==> src/rtl/mem_pkg.sv <==
// Shared definitions for the CPU data-memory access controller.
package mem_pkg;

  localparam int DATA_W = 32;

  typedef enum logic [2:0] {
    IDLE,
    ACC,
    WAIT,
    MERGE,
    RESP
  } state_t;

  // Word-index width of the data RAM for a given byte-address width.
  function automatic int ram_idx_w(input int addr_w);
    return addr_w - 2;
  endfunction

endpackage

==> src/rtl/byte_lane_merge.sv <==
// Little-endian byte-lane extract and replace on a 32-bit word.
module byte_lane_merge
  import mem_pkg::*;
(
  input  logic [DATA_W-1:0] word,
  input  logic [1:0]        lane,
  input  logic [7:0]        new_byte,
  output logic [7:0]        ext_byte,
  output logic [DATA_W-1:0] merged
);

  logic [4:0]        sh;
  logic [DATA_W-1:0] shifted;
  logic [DATA_W-1:0] mask;

  always_comb begin
    sh       = {lane, 3'b000};
    shifted  = word >> sh;
    ext_byte = shifted[7:0];
    mask     = {{(DATA_W-8){1'b0}}, 8'hFF} << sh;
    merged   = (word & ~mask) | ({{(DATA_W-8){1'b0}}, new_byte} << sh);
  end

endmodule

==> src/rtl/mem_access_ctrl.sv <==
// CPU load/store front end to a single-port synchronous data RAM; byte stores are read-modify-write.
module mem_access_ctrl #(
  parameter int ADDR_W = 8,
  parameter int DATA_W = 32
) (
  input  logic              clk,
  input  logic              rst,
  input  logic              req_valid,
  output logic              req_ready,
  input  logic              req_write,
  input  logic              req_byte,
  input  logic [ADDR_W-1:0] req_addr,
  input  logic [DATA_W-1:0] req_wdata,
  output logic              rsp_valid,
  output logic [DATA_W-1:0] rsp_rdata,
  output logic              rsp_err,
  output logic              ram_we,
  output logic [ADDR_W-3:0] ram_addr,
  output logic [DATA_W-1:0] ram_din,
  input  logic [DATA_W-1:0] ram_dout
);

  import mem_pkg::*;

  localparam int IDX_W = ram_idx_w(ADDR_W);

  state_t            state;
  logic              ram_we_q;
  logic              lat_write;
  logic              lat_byte;
  logic [ADDR_W-1:0] lat_addr;
  logic [DATA_W-1:0] lat_wdata;
  logic [IDX_W-1:0]  word_idx;
  logic [7:0]        lane_byte;
  logic [DATA_W-1:0] merged;

  assign word_idx = req_addr[ADDR_W-1:2];

  byte_lane_merge u_lane (
    .word     (ram_dout),
    .lane     (lat_addr[1:0]),
    .new_byte (lat_wdata[7:0]),
    .ext_byte (lane_byte),
    .merged   (merged)
  );

  // Reset gates the registered strobes combinationally so a write in flight is dropped in the same cycle.
  assign req_ready = (state == IDLE) && !rst;
  assign ram_we    = ram_we_q && !rst;

  always_ff @(posedge clk) begin
    if (rst) begin
      state     <= IDLE;
      ram_we_q  <= 1'b0;
      ram_addr  <= '0;
      ram_din   <= '0;
      rsp_valid <= 1'b0;
      rsp_rdata <= '0;
      rsp_err   <= 1'b0;
      lat_write <= 1'b0;
      lat_byte  <= 1'b0;
      lat_addr  <= '0;
      lat_wdata <= '0;
    end else begin
      case (state)
        IDLE: begin
          if (req_valid) begin
            lat_write <= req_write;
            lat_byte  <= req_byte;
            lat_addr  <= req_addr;
            lat_wdata <= req_wdata;
            if (!req_byte && (req_addr[1:0] != 2'b00)) begin
              state     <= RESP;
              rsp_valid <= 1'b1;
              rsp_err   <= 1'b1;
              rsp_rdata <= '0;
            end else begin
              state    <= ACC;
              ram_addr <= word_idx;
              ram_we_q <= req_write && !req_byte;
              ram_din  <= (req_write && !req_byte) ? req_wdata : '0;
            end
          end
        end
        ACC: begin
          ram_we_q <= 1'b0;
          if (lat_write && !lat_byte) begin
            state     <= RESP;
            ram_addr  <= '0;
            rsp_valid <= 1'b1;
            rsp_rdata <= '0;
            rsp_err   <= 1'b0;
          end else begin
            state <= WAIT;
          end
        end
        WAIT: begin
          if (lat_write) begin
            state    <= MERGE;
            ram_we_q <= 1'b1;
            ram_din  <= merged;
          end else begin
            state     <= RESP;
            ram_addr  <= '0;
            rsp_valid <= 1'b1;
            rsp_err   <= 1'b0;
            rsp_rdata <= lat_byte ? {{(DATA_W-8){1'b0}}, lane_byte} : ram_dout;
          end
        end
        MERGE: begin
          state     <= RESP;
          ram_we_q  <= 1'b0;
          ram_addr  <= '0;
          rsp_valid <= 1'b1;
          rsp_rdata <= '0;
          rsp_err   <= 1'b0;
        end
        RESP: begin
          state     <= IDLE;
          rsp_valid <= 1'b0;
          rsp_rdata <= '0;
          rsp_err   <= 1'b0;
        end
        default: state <= IDLE;
      endcase
    end
  end

endmodule
==> config.mk <==
export PLATFORM = sky130hd
export DESIGN_NAME = mem_access_ctrl
export DESIGN_NICKNAME = d
export VERILOG_FILES = /design/src/rtl/mem_pkg.sv /design/src/rtl/byte_lane_merge.sv /design/src/rtl/mem_access_ctrl.sv
export SDC_FILE = /design/constraint.sdc
export NUM_CORES = 1
export LEC_CHECK = 0
export ABC_AREA = 1
export BUFFER_PORTS_ARGS = -buffer_cell sky130_fd_sc_hd__buf_4
export CAP_MARGIN = 20
export CORE_MARGIN = 4
export CORE_UTILIZATION = 46
export DETAILED_ROUTE_END_ITERATION = 7
export GPL_ROUTABILITY_DRIVEN = 0
export PLACE_DENSITY = 0.88
export SYNTH_ARGS = -nofsm -noshare
export SYNTH_HDL_FRONTEND = slang
export SYNTH_SLANG_ARGS = --single-unit
==> constraint.sdc <==
create_clock -name clk -period 1.42 [get_ports clk]
set_input_delay 0.142 -clock clk [delete_from_list [all_inputs] [get_ports clk]]
set_output_delay 0.142 -clock clk [all_outputs]
set_load 0.005 [all_outputs]
## Yosys cells after proc, flatten, opt, wreduce, memory -nomap -nowiden

Cells that the tools add are included.

| storage, ports and cells | value |
|---|---|
| bits in registers | 88 |
| bits in latches | 0 |
| memory bits (writable) | 0 |
| memory bits (read-only) | 0 |
| output and inout port bits | 74 |
| memories | 0 |

| cells by class | value |
|---|---|
| add/sub/neg operators | 0 |
| $mul | 0 |
| div/mod/pow operators | 0 |
| magnitude comparators | 0 |
| equality and inequality tests | 10 |
| shift operators | 3 |
| multiplexer cells | 33 |
| bitwise operators | 3 |
| reduce and logical (&&, ||, !) cells | 23 |

Operators with widths:

| kind | count |
|---|---|
| 32-bit 2-to-1 mux | 9 |
| 32-bit case mux with 4 select lines | 1 |
| 32-bit case mux with 2 select lines | 1 |
| 32-bit AND | 1 |
| 32-bit NOT | 1 |
| 32-bit bitwise OR | 1 |
| 8-bit by 5-bit left shift with 32-bit output | 1 |
| 8-bit by 5-bit left shift with 32-bit output, first input constant | 1 |
| 32-bit by 5-bit right shift with 8-bit output | 1 |
| 6-bit 2-to-1 mux | 4 |
| 6-bit case mux with 4 select lines | 1 |
| 5-bit AND reduction | 3 |
| 3-bit 2-to-1 mux | 4 |
| 3-bit case mux with 4 select lines | 1 |
| 2-bit inequality test, second input constant | 5 |
| 1-bit 2-to-1 mux | 9 |
| 4-bit AND reduction | 2 |
| 4-bit nonzero test | 2 |
| 3-bit by 2-bit equality test with 1-bit output, second input constant | 2 |
| 1-bit logical AND | 5 |
| 1-bit case mux with 5 select lines | 1 |
| 5-bit nonzero test | 1 |
| 1-bit case mux with 4 select lines | 1 |
| 2-bit nonzero test | 2 |
| other kinds (9) | 12 |

## Longest topological paths before layout

| depth | value |
|---|---|
| word-level depth | 6 |
| gate-level depth with buffers | 11 |
| mapped depth without buffers | 9 |

## Cells and area by module

From an unflattened synthesis, not the netlist that was laid out.

| second synthesis, totals | value |
|---|---|
| cells, all modules | 795 |
| area total of the unflattened synthesis | 4807.1 sq um |

By module, submodules not included:

| module | instances | cells each | area an instance (sq um) | sequential area each (sq um) |
|---|---|---|---|---|
| mem_access_ctrl | 1 | 628 | 4047.6 | 1761.7 |
| byte_lane_merge | 1 | 167 | 759.5 | 0.0 |

## Least setup slack after synthesis

No wires, ideal clock.

| timing path | value |
|---|---|
| path kind | reg-to-reg |
| start point | register state[1] |
| end point | register ram_din[10] |
| setup time | 112 ps |
| arrival time | 1238 ps |
| setup slack | 71 ps |
| stages on the path, launching flop included | 11 |
| buffers on the path | 2 |
| clock period less this slack | 1349 ps |
| cell sequence | dfxtp_1 inv_2 nand2_2 nor2_4 nand2_2 nand2_4 nand2_2 buf_6 buf_2 nor2_1 nor2_1 |

| between the ends | value |
|---|---|
| word-level cells in the longest chain between the ends | 3 |
| elaborated cells between the ends (all ways) | 8 |

Ends and longest elaborated chain:

| what | RTL line | RTL |
|---|---|---|
| start: declaration | mem_access_ctrl.sv:27 | `state_t state;` |
| start signal: assignment | mem_access_ctrl.sv:53 | `state <= IDLE;` |
| start signal: assignment | mem_access_ctrl.sv:73 | `state <= RESP;` |
| start signal: assignment | mem_access_ctrl.sv:78 | `state <= ACC;` |
| 3-bit by 2-bit equality test with 1-bit output / 3-bit logical NOT (equally long branches) | mem_access_ctrl.sv:65 | `case (state)` |
| 2-bit inequality test (no line) / 2-bit nonzero test (equally long branches) | n/a |  |
| 4-bit AND reduction (no line) | n/a |  |
| end signal: assignment | mem_access_ctrl.sv:81 | `ram_din <= (req_write && !req_byte) ? req_wdata : '0;` |
| end signal: assignment | mem_access_ctrl.sv:101 | `ram_din <= merged;` |
| end: declaration | mem_access_ctrl.sv:19 | `output logic [DATA_W-1:0] ram_din,` |

Parallel ways exist; a longest one is shown, timed or not.
A chain may end at the register's enable or synchronous reset.

## Final worst setup path

| timing path | value |
|---|---|
| start point | register state[0] |
| end point | register ram_din[24] |

Same word-level chain as after synthesis.

==> metrics.yaml <==
core_area_sq_um: 9729
yosysSeqAreaShare: 0.3840
reg2reg_slack_ns: -0.1
path_max_fanout: 7
hold_class: "in2reg"
nets: 939
rows: 36
gr-usage-all-layers: 0.2428
timing.final.crit_period_ns: 1.516
area_growth_pct: 45.70
start_kind: "flip-flop"
clk_latency_ns: 0.36
synth_common_cells: "134 x nand2_1, 97 x nand3_1, 89 x nor2_1"
cts.sinks: 88
num_vias: 5496
htree_levels: 3
viasPerCell: 5.496
maxSlewViolCount: 0
io_buffers: 150
cts_tree: "done"
finClkSkew_ns: 0.01647
synth-edff-count: 0
io_pins: 151
synth_cells: 706
syn_nets: 783
ir_drop_uv: 626.2
netlist_top_cells_area: "dfxtp_1 38%, nand2_1 11%, nand3_1 11%, a21oi_1 8.7%, o21ai_0 8.1%"
dieHeight_microns: 107.9
timing.fmax_mhz: 659.7
dieArea_sq_um: 11640
first_pass_iters: 5
violations: "setup timing"
min_period_over_period: 1.067
numCtsBuffers: 9
setup_viol: 34
floorplan.initialDensity: 0.4716
fillCellCount: 784
route.detailed.drc: 0
drt_iter0_markers: 516
placed_area_sq_um: 5948
endpoint_kind: "flip-flop"
slowest_delay_ns: 0.35
ant_nets: 0
antenna_found_initial: 0
synth_warnings: 0
cp_cell_sequence: "inv_2 -> nand2_4 -> nor2_4 -> nand2_4 -> nand2_8 -> nand2_8 -> buf_8 -> nand2_2 -> nand2_2 -> nor2_2"
cp_slowest_cell: "dfxtp_2"
yosys.area.top_type: "dfxtp_1"
fin_ws_ns: -0.09575
diodes: 0
dpl.hpwl_mm: 10.85
multi_input_area_sq_um: 2613
async_flop_share: 0
worst_slew_pin_slew_ns: 0.4972
grt_pass1_wl_mm: 22.61
cellPowerDensity_nw_per_um2: 1223
synthDistinctLibCells: 20
die_x_microns: 107.9
finalHoldViolCount: 0
grt_setup_unrepaired: "yes"
ys_seq_elements: 88
clk_path_buf_depth: 2
final_area_sq_um: 6685
synth_top_area_share: 0.3840
hold_slack_ns: 0.02512
root_buffer: "clkbuf_8"
wire_per_inst_microns: 16.50
leakage_uw: 0.003175
crit_required_ns: 1.71
drive_gt1_frac: 0.3472
power_uw: 8177
clkTransAtPathRegs_ns: 0.11
maxSlewHeadroom: 0.6651
cts_hold_buf: 0
ys.flop_type: "dfxtp_1"
grt.overflow.total: 0
wirelength_mm: 16.50
arrival_ns: 1.81
grt_pass1_vias: 4562
status: "finished, violations left"
syn_area_per_cell_sq_um: 6.499
yosysMostFrequentCell: "nand2_1"
max_cap_violations: 0
register_area_sq_um: 1773
path_class: "reg2reg"
grt_max_degree: 51
syn-cell-area_sq_um: 4588
fin_util: 0.6871
## cell type report
| type | count | area share |
|---|---|---|
| Tap cell | 133 | 0.02489 |
| Inverter | 53 | 0.03032 |
| Clock buffer | 9 | 0.01853 |
| Timing Repair Buffer | 193 | 0.2575 |
| Sequential cell | 88 | 0.2652 |
| Clock inverter | 7 | 0.01273 |
| Multi-Input combinational cell | 517 | 0.3908 |
## final timing paths
| check | start | end | depth (start not counted) |
|---|---|---|---|
| max | state[0] | ram_din[24] | 10 |
| max reg2reg | state[0] | ram_din[24] | 10 |
| min reg2reg | ram_we_q | ram_we_q | 2 |
| min | rst | lat_write | 2 |
## per-layer routing
metal  wire, microns  up-vias  global-route usage
met5               0        -                   0
met4             374        0             0.08656
met3            1705       44             0.04799
met2            8042      318              0.3792
met1            6374     2526              0.3327
li1                -     2608                   -
## critical path: cells and delay by family, from the launching register on
kind	cells	cell delay (ns)
buffers and inverters	2	0.26
and+or+nand+nor	8	0.82
DFF	1	0.35
## stage by stage
step | setup WS [ns] | TNS [ns] | cells
after detailed placement | -0.02599 | -0.1546 | 968
after global placement | 0.02843 | 0 | 968
after floorplan | 0.07053 | 0 | 706
after CTS | -0.02373 | -0.1061 | 984
final | -0.09575 | -1.341 | 1000
after global routing | -0.1448 | -5.088 | 1000
## sequential cells by signal, summed over array words and instances (netlist names)
signal,cells
lat_byte,1
ram_din,32
ram_addr,6
lat_addr,2
lat_write,1
state,3
rsp_rdata,32
rsp_valid,1
rsp_err,1
ram_we_q,1
lat_wdata,8
## timing repair
item	CTS	global route
cloned	0	11
gates resized for setup	4	95
setup endpoints to repair	35	77
buffers inserted	0	5
pin swaps	0	34
## report_power, final
group	total [uW]	switching (uW)	internal [uW]
clock network	1870	1020	852
logic	3350	1820	1520
registers	2960	177	2780
total	8180	3020	5160
## kinds of logic after synthesis
logic type	share of synthesized area
AOI/OAI and AO/OA	0.1767
buffers and inverters	0.09899
DFF	0.3840
and+or+nand+nor	0.3403
## cells in the final DEF, fill, tap and decap left out, types with 20 or more instances in the layout
cell type / n
inv_1: 47
a21oi_1: 78
nand3_1: 97
buf_4: 170
nand2_2: 35
o21ai_1: 24
nor2_2: 20
nand2_1: 115
dfxtp_1: 83
nor2_1: 66
o21ai_0: 56
No activity file was read; power rests on OpenSTA's default activity.
